`src/rtl/serial_adder.sv`:
```
// Bit-serial adder: operands are loaded on an accepted start, then one bit
// per clock is added LSB first through a single full-adder cell and a carry
// flip-flop. The result is presented with a one-cycle done strobe.

// Single-bit full adder cell.
module fa (
  input  logic a,
  input  logic b,
  input  logic cin,
  output logic s,
  output logic co
);
  assign s  = a ^ b ^ cin;
  assign co = (a & b) | (cin & (a ^ b));
endmodule

module serial_adder #(
  parameter int WIDTH = 8
) (
  input  logic             clk,
  input  logic             rst_n,
  input  logic             start,
  input  logic [WIDTH-1:0] a,
  input  logic [WIDTH-1:0] b,
  input  logic             cin,
  output logic             busy,
  output logic             done,
  output logic [WIDTH-1:0] sum,
  output logic             cout
);

  localparam int              CNT_W    = $clog2(WIDTH + 1);
  localparam logic [CNT_W-1:0] LAST_BIT = CNT_W'(WIDTH - 1);

  typedef enum logic [1:0] {
    IDLE,
    RUN,
    DONE
  } state_e;

  state_e             state_q, state_d;
  logic [WIDTH-1:0]   sa_q, sa_d;
  logic [WIDTH-1:0]   sb_q, sb_d;
  logic [WIDTH-1:0]   sum_q, sum_d;
  logic               cy_q, cy_d;
  logic               cout_q, cout_d;
  logic [CNT_W-1:0]   cnt_q, cnt_d;

  logic               fa_s;
  logic               fa_co;

  // The one adder cell always looks at the current LSBs and the carry.
  fa u_fa (
    .a   (sa_q[0]),
    .b   (sb_q[0]),
    .cin (cy_q),
    .s   (fa_s),
    .co  (fa_co)
  );

  // Next-state and datapath update: load on accepted start, shift during RUN.
  always_comb begin
    // NOTE: every variable gets its hold value first so no path leaves it
    // unassigned; otherwise synthesis infers a latch.
    state_d = state_q;
    sa_d    = sa_q;
    sb_d    = sb_q;
    sum_d   = sum_q;
    cy_d    = cy_q;
    cout_d  = cout_q;
    cnt_d   = cnt_q;

    unique case (state_q)
      IDLE, DONE: begin
        if (start) begin
          sa_d    = a;
          sb_d    = b;
          cy_d    = cin;
          cnt_d   = '0;
          sum_d   = '0;
          cout_d  = 1'b0;
          state_d = RUN;
        end else begin
          state_d = IDLE;
        end
      end
      RUN: begin
        sum_d = {fa_s, sum_q[WIDTH-1:1]};
        sa_d  = {1'b0, sa_q[WIDTH-1:1]};
        sb_d  = {1'b0, sb_q[WIDTH-1:1]};
        cy_d  = fa_co;
        cnt_d = cnt_q + CNT_W'(1);
        if (cnt_q == LAST_BIT) begin
          cout_d  = fa_co;
          state_d = DONE;
        end
      end
      default: state_d = IDLE;
    endcase
  end

  // State and datapath registers; reset abandons any operation in flight.
  always_ff @(posedge clk or negedge rst_n) begin
    // NOTE: clocked state uses non-blocking assignments so every register
    // samples pre-edge values; blocking here would create ordering races.
    if (!rst_n) begin
      state_q <= IDLE;
      sa_q    <= '0;
      sb_q    <= '0;
      sum_q   <= '0;
      cy_q    <= 1'b0;
      cout_q  <= 1'b0;
      cnt_q   <= '0;
    end else begin
      state_q <= state_d;
      sa_q    <= sa_d;
      sb_q    <= sb_d;
      sum_q   <= sum_d;
      cy_q    <= cy_d;
      cout_q  <= cout_d;
      cnt_q   <= cnt_d;
    end
  end

  // Status strobes decode the state register only.
  always_comb begin
    busy = (state_q == RUN);
    done = (state_q == DONE);
  end

  assign sum  = sum_q;
  assign cout = cout_q;

endmodule
```
`config.mk`:
```
export PLATFORM = sky130hd
export DESIGN_NAME = serial_adder
export DESIGN_NICKNAME = d
export VERILOG_FILES = /design/src/rtl/serial_adder.sv
export SDC_FILE = /design/constraint.sdc
export NUM_CORES = 1
export LEC_CHECK = 0
export CORE_ASPECT_RATIO = 0.6
export CORE_MARGIN = 2
export CORE_UTILIZATION = 40
export DETAILED_ROUTE_END_ITERATION = 10
export GPL_ROUTABILITY_DRIVEN = 0
export PLACE_DENSITY = 0.65
export SYNTH_ARGS = -nofsm -noshare
export SYNTH_HDL_FRONTEND = slang
export SYNTH_SLANG_ARGS = --single-unit
export TNS_END_PERCENT = 1
```
`constraint.sdc`:
```
create_clock -name clk -period 1.9 [get_ports clk]
set_input_delay 0.285 -clock clk [delete_from_list [all_inputs] [get_ports clk]]
set_output_delay 0.285 -clock clk [all_outputs]
set_load 0.01 [all_outputs]
```
; Word level (Yosys, flattened, before mapping)
; Cells that the tools add are included.
[classes]
addsub = 1
n_eq_ne = 5
n_mux = 16
bitwise_logic = 5
reduce_logical = 5
[ops]
columns = cell, n
row1 = $pmux W8 S2, 3
row2 = $mux W8, 3
row3 = $pmux W4 S2, 1
row4 = $add A4 B1 Y4 const B, 1
row5 = $eq A4 B3 Y1 const B, 1
row6 = $mux W1, 4
row7 = $mux W4, 1
row8 = $pmux W1 S2, 2
row9 = $pmux W2 S2, 1
row10 = $reduce_and A3 Y1, 1
row11 = $and A1 B1 Y1, 2
row12 = $eq A2 B1 Y1 const B, 1
row13 = $eq A2 B2 Y1 const B, 1
row14 = $logic_not A2 Y1, 1
row15 = $mux W2, 1
row16 = $ne A2 B1 Y1 const B, 1
row17 = $ne A2 B2 Y1 const B, 1
row18 = $reduce_and A2 Y1, 1
row19 = $reduce_bool A2 Y1, 1
row20 = $reduce_or A2 Y1, 1
row21 = $xor A1 B1 Y1, 2
row22 = $or A1 B1 Y1, 1
[totals]
register_bits = 32
word_cells = 39

; Logic depth before layout (Yosys ltp)
; Gate-level depths: netlist (run 1).
[depth]
word_depth = 5
depth_mapped = 6
mapped_depth_nobuf = 4

; Cells and area by module
; A second synthesis (run 1) with hierarchy kept.
[hier_totals]
cells_unflattened = 136
hier_area_um2 = 1415.1
[by_module_without_submodules]
columns = mod, instances, cells_per_inst, area_each_um2, seq_area_each_um2
row1 = serial_adder, 1, 135, 1395.1, 800.8
row2 = fa, 1, 1, 20.0, 0.0

; Worst setup path before layout (run 1)
; OpenSTA, ideal clock, no wires.
[synth_timing]
kind = register -> register
start = register cnt_q[0]
end = register cout_q, in the netlist cout
arrival_ps = 1094
path_slack_ps = 682
stages_incl_launch_ff = 5
path_buffers = 0
synth_period_minus_slack_ps = 1218
cell_sequence = dfrtp_1 -> ha_1 -> nand3b_1 -> and3_1 -> a211o_1
[synth_between]
elab_chain_len = 3
[synth_lines]
columns = item, line
row1 = start: declaration, 47  ; logic [CNT_W-1:0] cnt_q, cnt_d;
row2 = start signal: assignment, 121  ; cnt_q <= cnt_d;
row3 = $eq A4 B3 Y1, 93  ; if (cnt_q == LAST_BIT) begin
row4 = $ne A2 B1 Y1 (no source line), n/a
row5 = $reduce_and A3 Y1 (no source line), n/a
row6 = end signal: assignment, 120  ; cout_q <= cout_d;
row7 = end: declaration, 46  ; logic cout_q, cout_d;
; No other way between the ends.
; A chain may end at the register's enable or synchronous reset.

; Worst setup path in the final report (run 1)
[layout_timing]
start = register state_q[1]
end = output busy
[layout_between]
elab_chain_len = 1
[layout_lines]
columns = item, line
row1 = start: declaration, 41  ; state_e state_q, state_d;
row2 = start signal: assignment, 115  ; state_q <= state_d;
row3 = $eq A2 B1 Y1, 127  ; busy = (state_q == RUN);
row4 = end: declaration, 26  ; output logic busy,
; No other way between the ends.

==> metrics.cfg, run 1 <==
[cells_and_area]
diodes = 0
fin_area_um2 = 1830
final_common_cell = dfrtp_1
drive_gt1_share_pct = 7.14
stdcell_count = 213
area_growth_pct = 28.6
layout_common_cells = 32 x dfrtp_1, 31 x nand2_1, 30 x clkdlybuf4s50_1
nets = 189

[drt]
drtIter0Drc = 59
viasPerCell = 4.93
drc = 0
drtPass1Iterations = 4
antenna_left = 0
wire_per_inst_um = 13.5
dr_total_vias = 1050
routed_wl_um = 2880

[clock_network]
ctsHtreeMaxLevel = 2
cts_setup_buffers = 0
cts.sinks = 32
cts_buffer_depth = 2
cts_root_buffer = clkbuf_8
hold_buffers = 0
clk_latency_ns = 0.28
cts_tree = done
cts_buffers = 5
clk_pin_slew_worst_paths_ns = 0.06

[placement]
postPlaceCellArea_um2 = 1740
numPortBuffers = 30
place_ws_ns = 0.198
place_hpwl_um = 1940
placed_cells = 205

[timing]
timing.final.crit_share_pct = 95.5
final-hold-violation-count = 0
fmax_ghz = 0.551
finalSetupViolations = 0
period_needed_ns = 1.82
slew_headroom_pct = 59.5
setup_slack_ns = 0.0848
clock_skew_ns = 0.00649
drv_slew = 0
worst_pin_slew_ns = 0.607
whs_ns = 0.401

[worst_setup_path]
path_cells = nand2b_1 -> clkinv_4 -> clkdlybuf4s50_1
cp_top_family = buffers and inverters
cp_slowest_stage_delay_ns = 0.55
worst-path-buf-inv = 2
required_ns = 1.62
cp_data_arrival_time_ns = 1.53
reg2reg_to = cnt_q[2]$_DFFE_PN0P_
r2r-start = state_q[0]$_DFFE_PN0P_
path_class = register to output port
reg2regPathDepth = 4
cp-startpoint = state_q[1]$_DFFE_PN0P_
startpoint_type = register
cp-end-kind = output port
r2r_slack_ns = 0.44
crit_fanout = 14
cpMaxStageDelayCell = clkdlybuf4s50_1

[floorplanning]
start_util_pct = 42.9
core_area_um2 = 3320
rows = 16
die_width_um = 81.1
io_pins = 31
dieArea_um2 = 4070
die_h_um = 50.2

[grt]
grt_antenna_before_repair = 0
gr-total-overflow = 0
grt_pass1_wl_um = 4890
grt_max_degree = 36
grt_usage_pct = 16.3
grt_pass1_vias = 994

[power]
p_leak_nw = 0.822
power_density_nw_per_um2 = 1660
p_total_mw = 3.04
ir_drop_v = 0.000651

[hold_path]
hold_class = input port to async pin

[run]
maxCapViolCount = 0

[outcome]
status = finished clean

[synth]
synth_cell_types = 25
yosys_warnings = 0
synthCells = 137
mappedNetlistNets = 159
syn_area_per_cell_um2 = 10.4
ys_seq_elements = 32
synth_area_um2 = 1430
ys_seq_area_share_pct = 56.2

==> report_power, final <==
group / internal (mW) / switching (mW) / total (mW) / leakage [nW]
logic: 0.638 / 0.677 / 1.31 / 0.389
registers: 1.00 / 0.200 / 1.20 / 0.388
clock network: 0.295 / 0.234 / 0.529 / 0.0455
==> Yosys cell counts (all sizes together) <==
cell type | instances | area, um2
dfrtp | 32 | 801
nand2b | 2 | 12.5
o21ai | 1 | 5.00
a31oi | 14 | 87.6
mux2i | 3 | 30.0
fa | 1 | 20.0
nor3 | 1 | 5.00
nor2b | 2 | 12.5
nand3b | 1 | 7.51
nor2 | 16 | 67.6
inv | 4 | 17.5
xnor2 | 1 | 8.76
nand3 | 2 | 10.0
o2bb2ai | 1 | 8.76
a211o | 1 | 8.76
buf | 10 | 76.3
and3 | 1 | 6.26
ha | 1 | 12.5
mux2 | 1 | 15.0
nand2 | 31 | 116
a22o | 11 | 96.3
==> registers in the layout, summed over array words and instances, names as in the netlist <==
signal / count
cnt_q: 4
state_q: 2
cout: 1
sa_q: 8
sum: 8
cy_q: 1
sb_q: 8
==> layout make-up <==
class | count | area [um2]
fillers | 308 | 1490
flip-flops and latches | 32 | 801
multi-input cells | 91 | 531
repair buffers | 33 | 335
clock buffers | 8 | 90.1
well taps | 45 | 56.3
inverters | 4 | 20.0
==> routing by layer <==
metal	wire, um	up-vias	global-route usage [%]
li1	-	524	-
met1	1440	493	23.8
met2	1280	26	21.9
met3	106	7	4.86
met4	54	0	7.63
met5	0	-	0
==> metrics by stage <==
step	setup TNS [ns]	util (%)
final	0	55.2
after global routing	-0.00948	55.2
after CTS	0	55.1
after detailed placement	0	52.4
after global placement	0	52.4
after floorplan	0	-
==> worst max path at each step <==
stage / slack, ns / depth (start not counted) / end
final: 0.08 / 3 / busy
after global routing: -0.009 / 3 / busy
after CTS: 0.03 / 3 / busy
after detailed placement: 0.20 / 5 / cout$_DFFE_PN0P_
after global placement: 0.23 / 5 / cout$_DFFE_PN0P_
after floorplan: 0.68 / 4 / cout$_DFFE_PN0P_
==> cells by family (layout without fill, tap and decap cells) <==
group,Yosys count,in the layout,synth area share [%]
AOI/OAI and AO/OA,28,28,14.5
xor gates and xnor gates,1,1,0.615
muxes,4,4,3.16
adders and majority gates,2,2,2.28
buffers and inverters,14,45,6.58
and+or+nand+nor,56,56,16.7
DFF,32,32,56.2
==> repair_timing <==
item                                    CTS  global route
endpoints found under the setup margin    0             1
resized for setup                         0             1
endpoints found under the hold margin     0             0
==> worst register-to-register path, cell delays in order, from the launching register on <==
cell and delay (ns):
dfrtp_1 0.40, nand2b_1 0.16, buf_4 0.36, mux2_4 0.34
mux2i_1 0.13
No activity file was read; power rests on OpenSTA's default activity.
==> run 2: changes to the inputs <==
--- a/config.mk
+++ b/config.mk
@@ -11,6 +11,8 @@
 export DETAILED_ROUTE_END_ITERATION = 10
 export GPL_ROUTABILITY_DRIVEN = 0
 export PLACE_DENSITY = 0.65
+export REMOVE_ABC_BUFFERS = 1
+export SKIP_LAST_GASP = 1
 export SYNTH_ARGS = -nofsm -noshare
 export SYNTH_HDL_FRONTEND = slang
 export SYNTH_SLANG_ARGS = --single-unit
==> constraint.sdc (replaced) <==
create_clock -name clk -period 1.8 [get_ports clk]
set_input_delay 0.27 -clock clk [delete_from_list [all_inputs] [get_ports clk]]
set_output_delay 0.27 -clock clk [all_outputs]
set_load 0.01 [all_outputs]
==> metrics.cfg, run 2 (synthesis gave the netlist of run 1 again) <==
[timing]
worst_pin_slew_ns = 0.641
rsz0062_at_grt = false
fmax_ghz = 0.585
slew_headroom_pct = 57.3
drv_slew = 0
finalSetupViolations = 0
clock_skew_ns = 0.00517
period_needed_ns = 1.71
timing.final.crit_share_pct = 94.9
setup_slack_ns = 0.0910
final-hold-violation-count = 0

[clock_network]
clk_pin_slew_worst_paths_ns = 0.06
clk_latency_ns = 0.28
ctsHtreeMaxLevel = 2
cts.sinks = 32
cts_root_buffer = clkbuf_8
hold_buffers = 0
cts_buffer_depth = 2
cts-resized-gates = 0
cts_buffers = 5
cts_tree = done
cts_setup_buffers = 0

[drt]
drc = 0
drtPass1Iterations = 4
wire_per_inst_um = 13.4
routed_wl_um = 2870
antenna_left = 0
drtIter0Drc = 71
viasPerCell = 5.05
dr_total_vias = 1081

[floorplanning]
io_pins = 31
core_area_um2 = 3320
die_h_um = 50.2
rows = 16
start_util_pct = 42.9
die_width_um = 81.1
dieArea_um2 = 4070

[worst_setup_path]
cp_data_arrival_time_ns = 1.44
cp-end-kind = output port
cp_num_cells = 3
reg2regPathDepth = 4
r2r-start = state_q[0]$_DFFE_PN0P_
crit_fanout = 2
path_class = register to output port
cp-endpoint = busy
cpMaxStageDelayCell = clkdlybuf4s50_1
cp_slowest_stage_delay_ns = 0.53
required_ns = 1.53
cp_top_family = buffers and inverters
reg2reg_to = cnt_q[2]$_DFFE_PN0P_
worst-path-buf-inv = 2
cp-startpoint = state_q[1]$_DFFE_PN0P_
startpoint_type = register
r2r_slack_ns = 0.34
path_cells = nand2b_1 -> inv_4 -> clkdlybuf4s50_1

[placement]
placed_cells = 206
numPortBuffers = 30
place_ws_ns = 0.144
place_hpwl_um = 1870
postPlaceCellArea_um2 = 1750

[cells_and_area]
seq_area_um2 = 801
multi_input_area_um2 = 531
stdcell_count = 214
area_growth_pct = 29.0
final_common_cell = dfrtp_1
final_util_pct = 55.3
diodes = 0
nets = 190
drive_gt1_share_pct = 7.69
num-fill-cells = 317
layout_common_cells = 32 x dfrtp_1, 31 x nand2_1, 30 x clkdlybuf4s50_1
fin_area_um2 = 1840

[grt]
grt_max_degree = 36
grt_antenna_before_repair = 0
gr-total-overflow = 0
grt_usage_pct = 15.4
grt_pass1_wl_um = 4580
grt_pass1_vias = 883

[power]
p_switching_mw = 1.16
seqPwrFrac_pct = 39.6
p_total_mw = 3.20
ir_drop_v = 0.000729
p_leak_nw = 0.827
power_density_nw_per_um2 = 1740
clkPwrFrac_pct = 17.2
intPower_mw = 2.04
swShare_pct = 36.2
pwr-share-comb_pct = 43.2

[outcome]
status = finished clean

[hold_path]
hold_class = input port to async pin

[run]
maxCapViolCount = 0

[run 2: worst min-delay path by stage]
| stage | to | slack (ns) |
|---|---|---|
| 2_1_floorplan | cnt_q[0]$_DFFE_PN0P_ | -0.03 |
| 3_3_place_gp | sum[0]$_DFFE_PN0P_ | 0.49 |
| 3_5_place_dp | sb_q[7]$_DFFE_PN0P_ | 0.49 |
| 4_1_cts | sb_q[4]$_DFFE_PN0P_ | 0.40 |
| 5_1_grt | sb_q[5]$_DFFE_PN0P_ | 0.41 |
| 6_report | sb_q[4]$_DFFE_PN0P_ | 0.39 |
[run 2: stage by stage]
| stage | hold slack, ns | TNS, ns |
|---|---|---|
| floorplan | -0.0256 | -0.0632 |
| global placement | 0.485 | 0 |
| detailed placement | 0.492 | 0 |
| CTS | 0.397 | 0 |
| global route | 0.412 | 0 |
| finish | 0.386 | 0 |
[run 2: power by group through the flow]
stage / registers [mW] / logic, mW / clock network, mW
6_report: 1.27 / 1.38 / 0.552
5_1_grt: 1.30 / 1.54 / 0.608
4_1_cts: 1.27 / 1.40 / 0.571
3_5_place_dp: 1.28 / 1.38 / 0
3_3_place_gp: 1.26 / 1.35 / 0
2_1_floorplan: 1.27 / 0.853 / 0
[run 2: layout make-up]
| cell class | count | area share [%] |
|---|---|---|
| tap | 45 | 3.06 |
| inverter | 4 | 0.953 |
| timing repair buffer | 34 | 18.7 |
| sequential | 32 | 43.6 |
| multi-input combinational | 91 | 28.9 |
| clock buffer | 8 | 4.90 |
[run 2: layer usage]
metal  global-route usage, %  part of all wire [%]  up-vias  wire length, um
li1                        -                     -      528                -
met1                    24.3                    51      509             1470
met2                    18.0                    41       36             1170
met3                    5.22                   6.1        8              175
met4                    7.63                   2.0        0               57
met5                       0                     0        -                0
==> run 3: changes to the inputs <==
--- a/config.mk
+++ b/config.mk
@@ -10,10 +10,11 @@
 export CORE_UTILIZATION = 40
 export DETAILED_ROUTE_END_ITERATION = 10
 export GPL_ROUTABILITY_DRIVEN = 0
-export PLACE_DENSITY = 0.65
+export PLACE_DENSITY = 0.66
 export REMOVE_ABC_BUFFERS = 1
 export SKIP_LAST_GASP = 1
 export SYNTH_ARGS = -nofsm -noshare
 export SYNTH_HDL_FRONTEND = slang
+export SYNTH_HIERARCHICAL = 1
 export SYNTH_SLANG_ARGS = --single-unit
 export TNS_END_PERCENT = 1
==> metrics.cfg, run 3 <==
[cells_and_area]
area_growth_pct = 29.2
layout_common_cells = 33 x nand2_1, 32 x dfrtp_1, 30 x clkdlybuf4s50_1
drive_gt1_share_pct = 8.82
final_util_pct = 55.0
nets = 191
num-fill-cells = 299
diodes = 0
final_common_cell = nand2_1

[floorplanning]
io_pins = 31
die_width_um = 80.8
dieArea_um2 = 4040
rows = 16
die_h_um = 50.1
core_area_um2 = 3320
start_util_pct = 42.6

[synth]
synthArstFlopShare_pct = 100
synth_top_area_share_pct = 56.6
synth_edf_count = 0
ys_seq_area_share_pct = 56.6
syn_area_per_cell_um2 = 10.4
synth_area_um2 = 1420
synth_cell_types = 22
synthCells = 136
synth_flop_cell = dfrtp_1
synthMostInstantiatedCell = nand2_1
synth_common_cells = 33 x nand2_1, 32 x dfrtp_1, 16 x nor2_1
yosys_warnings = 6
ys_seq_elements = 32
synthTopCellsByArea = dfrtp_1 57%, nand2_1 8.8%, a22o_1 7.4%
yosys.area.top_type = dfrtp_1

[clock_network]
cts_tree = done
cts-resized-gates = 0
ctsHtreeMaxLevel = 2
hold_buffers = 0
cts_buffers = 5
cts_buffer_depth = 2
cts_setup_buffers = 0
clk_pin_slew_worst_paths_ns = 0.06
cts.sinks = 32
cts_root_buffer = clkbuf_8
clk_latency_ns = 0.28

[drt]
drc = 0
drtPass1Iterations = 4
dr_total_vias = 1119
antenna_left = 0
routed_wl_um = 2890
viasPerCell = 5.20
drtIter0Drc = 81
wire_per_inst_um = 13.4

[placement]
place_hpwl_um = 1990
numPortBuffers = 30

[worst_setup_path]
crit_fanout = 2
reg2reg_to = cnt_q[2]$_DFFE_PN0P_
cpMaxStageDelayCell = clkdlybuf4s50_1
path_cells = nand2b_1 -> inv_4 -> clkdlybuf4s50_1
cp-end-kind = output port
r2r-start = state_q[0]$_DFFE_PN0P_
r2r_slack_ns = 0.35
startpoint_type = register
path_class = register to output port
reg2regPathDepth = 4
required_ns = 1.53
cp_slowest_stage_delay_ns = 0.53
cp_data_arrival_time_ns = 1.42
cp-startpoint = state_q[1]$_DFFE_PN0P_

[power]
p_leak_nw = 0.817
power_density_nw_per_um2 = 1760
ir_drop_v = 0.000687

[timing]
drv_slew = 0
rsz0062_at_grt = false
final-hold-violation-count = 0
finalSetupViolations = 0
fmax_ghz = 0.591
fin_tns_setup_ns = 0
worst_pin_slew_ns = 0.398
timing.final.crit_share_pct = 93.9
slew_headroom_pct = 73.5
period_needed_ns = 1.69
clock_skew_ns = 0.00487

[grt]
grt_pass1_vias = 1180
gr-total-overflow = 0
grt_usage_pct = 16.6
grt_antenna_before_repair = 0
grt_max_degree = 36
grt_pass1_wl_um = 5120

[run]
maxCapViolCount = 0

[hold_path]
hold_class = input port to async pin

[outcome]
status = finished clean

-- run 3: cell count changes after synthesis, sizes merged --
cell	before	now
inv	4	1
mux2i	3	1
nand2	31	33
a22o	11	12
a31oi	14	15
and3	1	2
nor2	16	17
nor3	1	0
o2bb2ai	1	0
-- run 3: layer usage --
| metal | track usage (%) | up-vias | wire (um) |
|---|---|---|---|
| met5 | 0 | - | 0 |
| met4 | 5.65 | 0 | 38 |
| met3 | 4.58 | 6 | 134 |
| met2 | 26.8 | 31 | 1360 |
| met1 | 21.5 | 549 | 1350 |
| li1 | - | 533 | - |
-- run 3: worst max-delay path: cells and delay by family, from the launching register on --
kind                   cells  cell delay (ns)
buffers and inverters      2             0.60
AND/OR/NAND/NOR            1             0.19
flip-flops                 1             0.36
-- run 3: logic make-up after synthesis --
group | share of synthesized area [%]
buf+inv | 6.01
flops | 56.6
mux | 1.77
simple gates | 17.7
xor+xnor | 0.619
compound gates | 15.0
fa+ha+maj | 2.30
-- run 3: area by class of cell --
class | instances | area, um2 | area share, %
Sequential cell | 32 | 801 | 43.8
Multi-Input combinational cell | 93 | 529 | 29.0
Timing Repair Buffer | 36 | 345 | 18.9
Clock buffer | 8 | 90.1 | 4.93
Tap cell | 45 | 56.3 | 3.08
Inverter | 1 | 6.26 | 0.342
-- run 3: how the worst max path moves through the flow --
| stage | end | slack [ns] |
|---|---|---|
| after floorplan | cout$_DFFE_PN0P_ | -0.05 |
| after global placement | cnt_q[3]$_DFFE_PN0P_ | 0.20 |
| after detailed placement | cnt_q[3]$_DFFE_PN0P_ | 0.20 |
| after CTS | busy | 0.1 |
| after global routing | busy | 0.05 |
| final | busy | 0.11 |
-- run 3: per-stage QoR --
stage / worst slack (ns) / hold WS, ns / cell area (um2) / power, mW / std cells
2_1_floorplan: -0.0535 / -0.0256 / 1340 / 2.12 / 126
3_3_place_gp: 0.202 / 0.488 / 1740 / 2.62 / 207
3_5_place_dp: 0.204 / 0.496 / 1740 / 2.67 / 207
4_1_cts: 0.0977 / 0.397 / 1830 / 3.24 / 215
5_1_grt: 0.0476 / 0.438 / 1830 / 3.47 / 215
6_report: 0.109 / 0.384 / 1830 / 3.22 / 215
-- run 3: power breakdown --
| group | leakage (nW) | total, mW | internal [mW] | switching, mW |
|---|---|---|---|---|
| clock | 0.0455 | 0.555 | 0.311 | 0.244 |
| combinational | 0.384 | 1.38 | 0.688 | 0.694 |
| sequential | 0.388 | 1.28 | 1.06 | 0.223 |
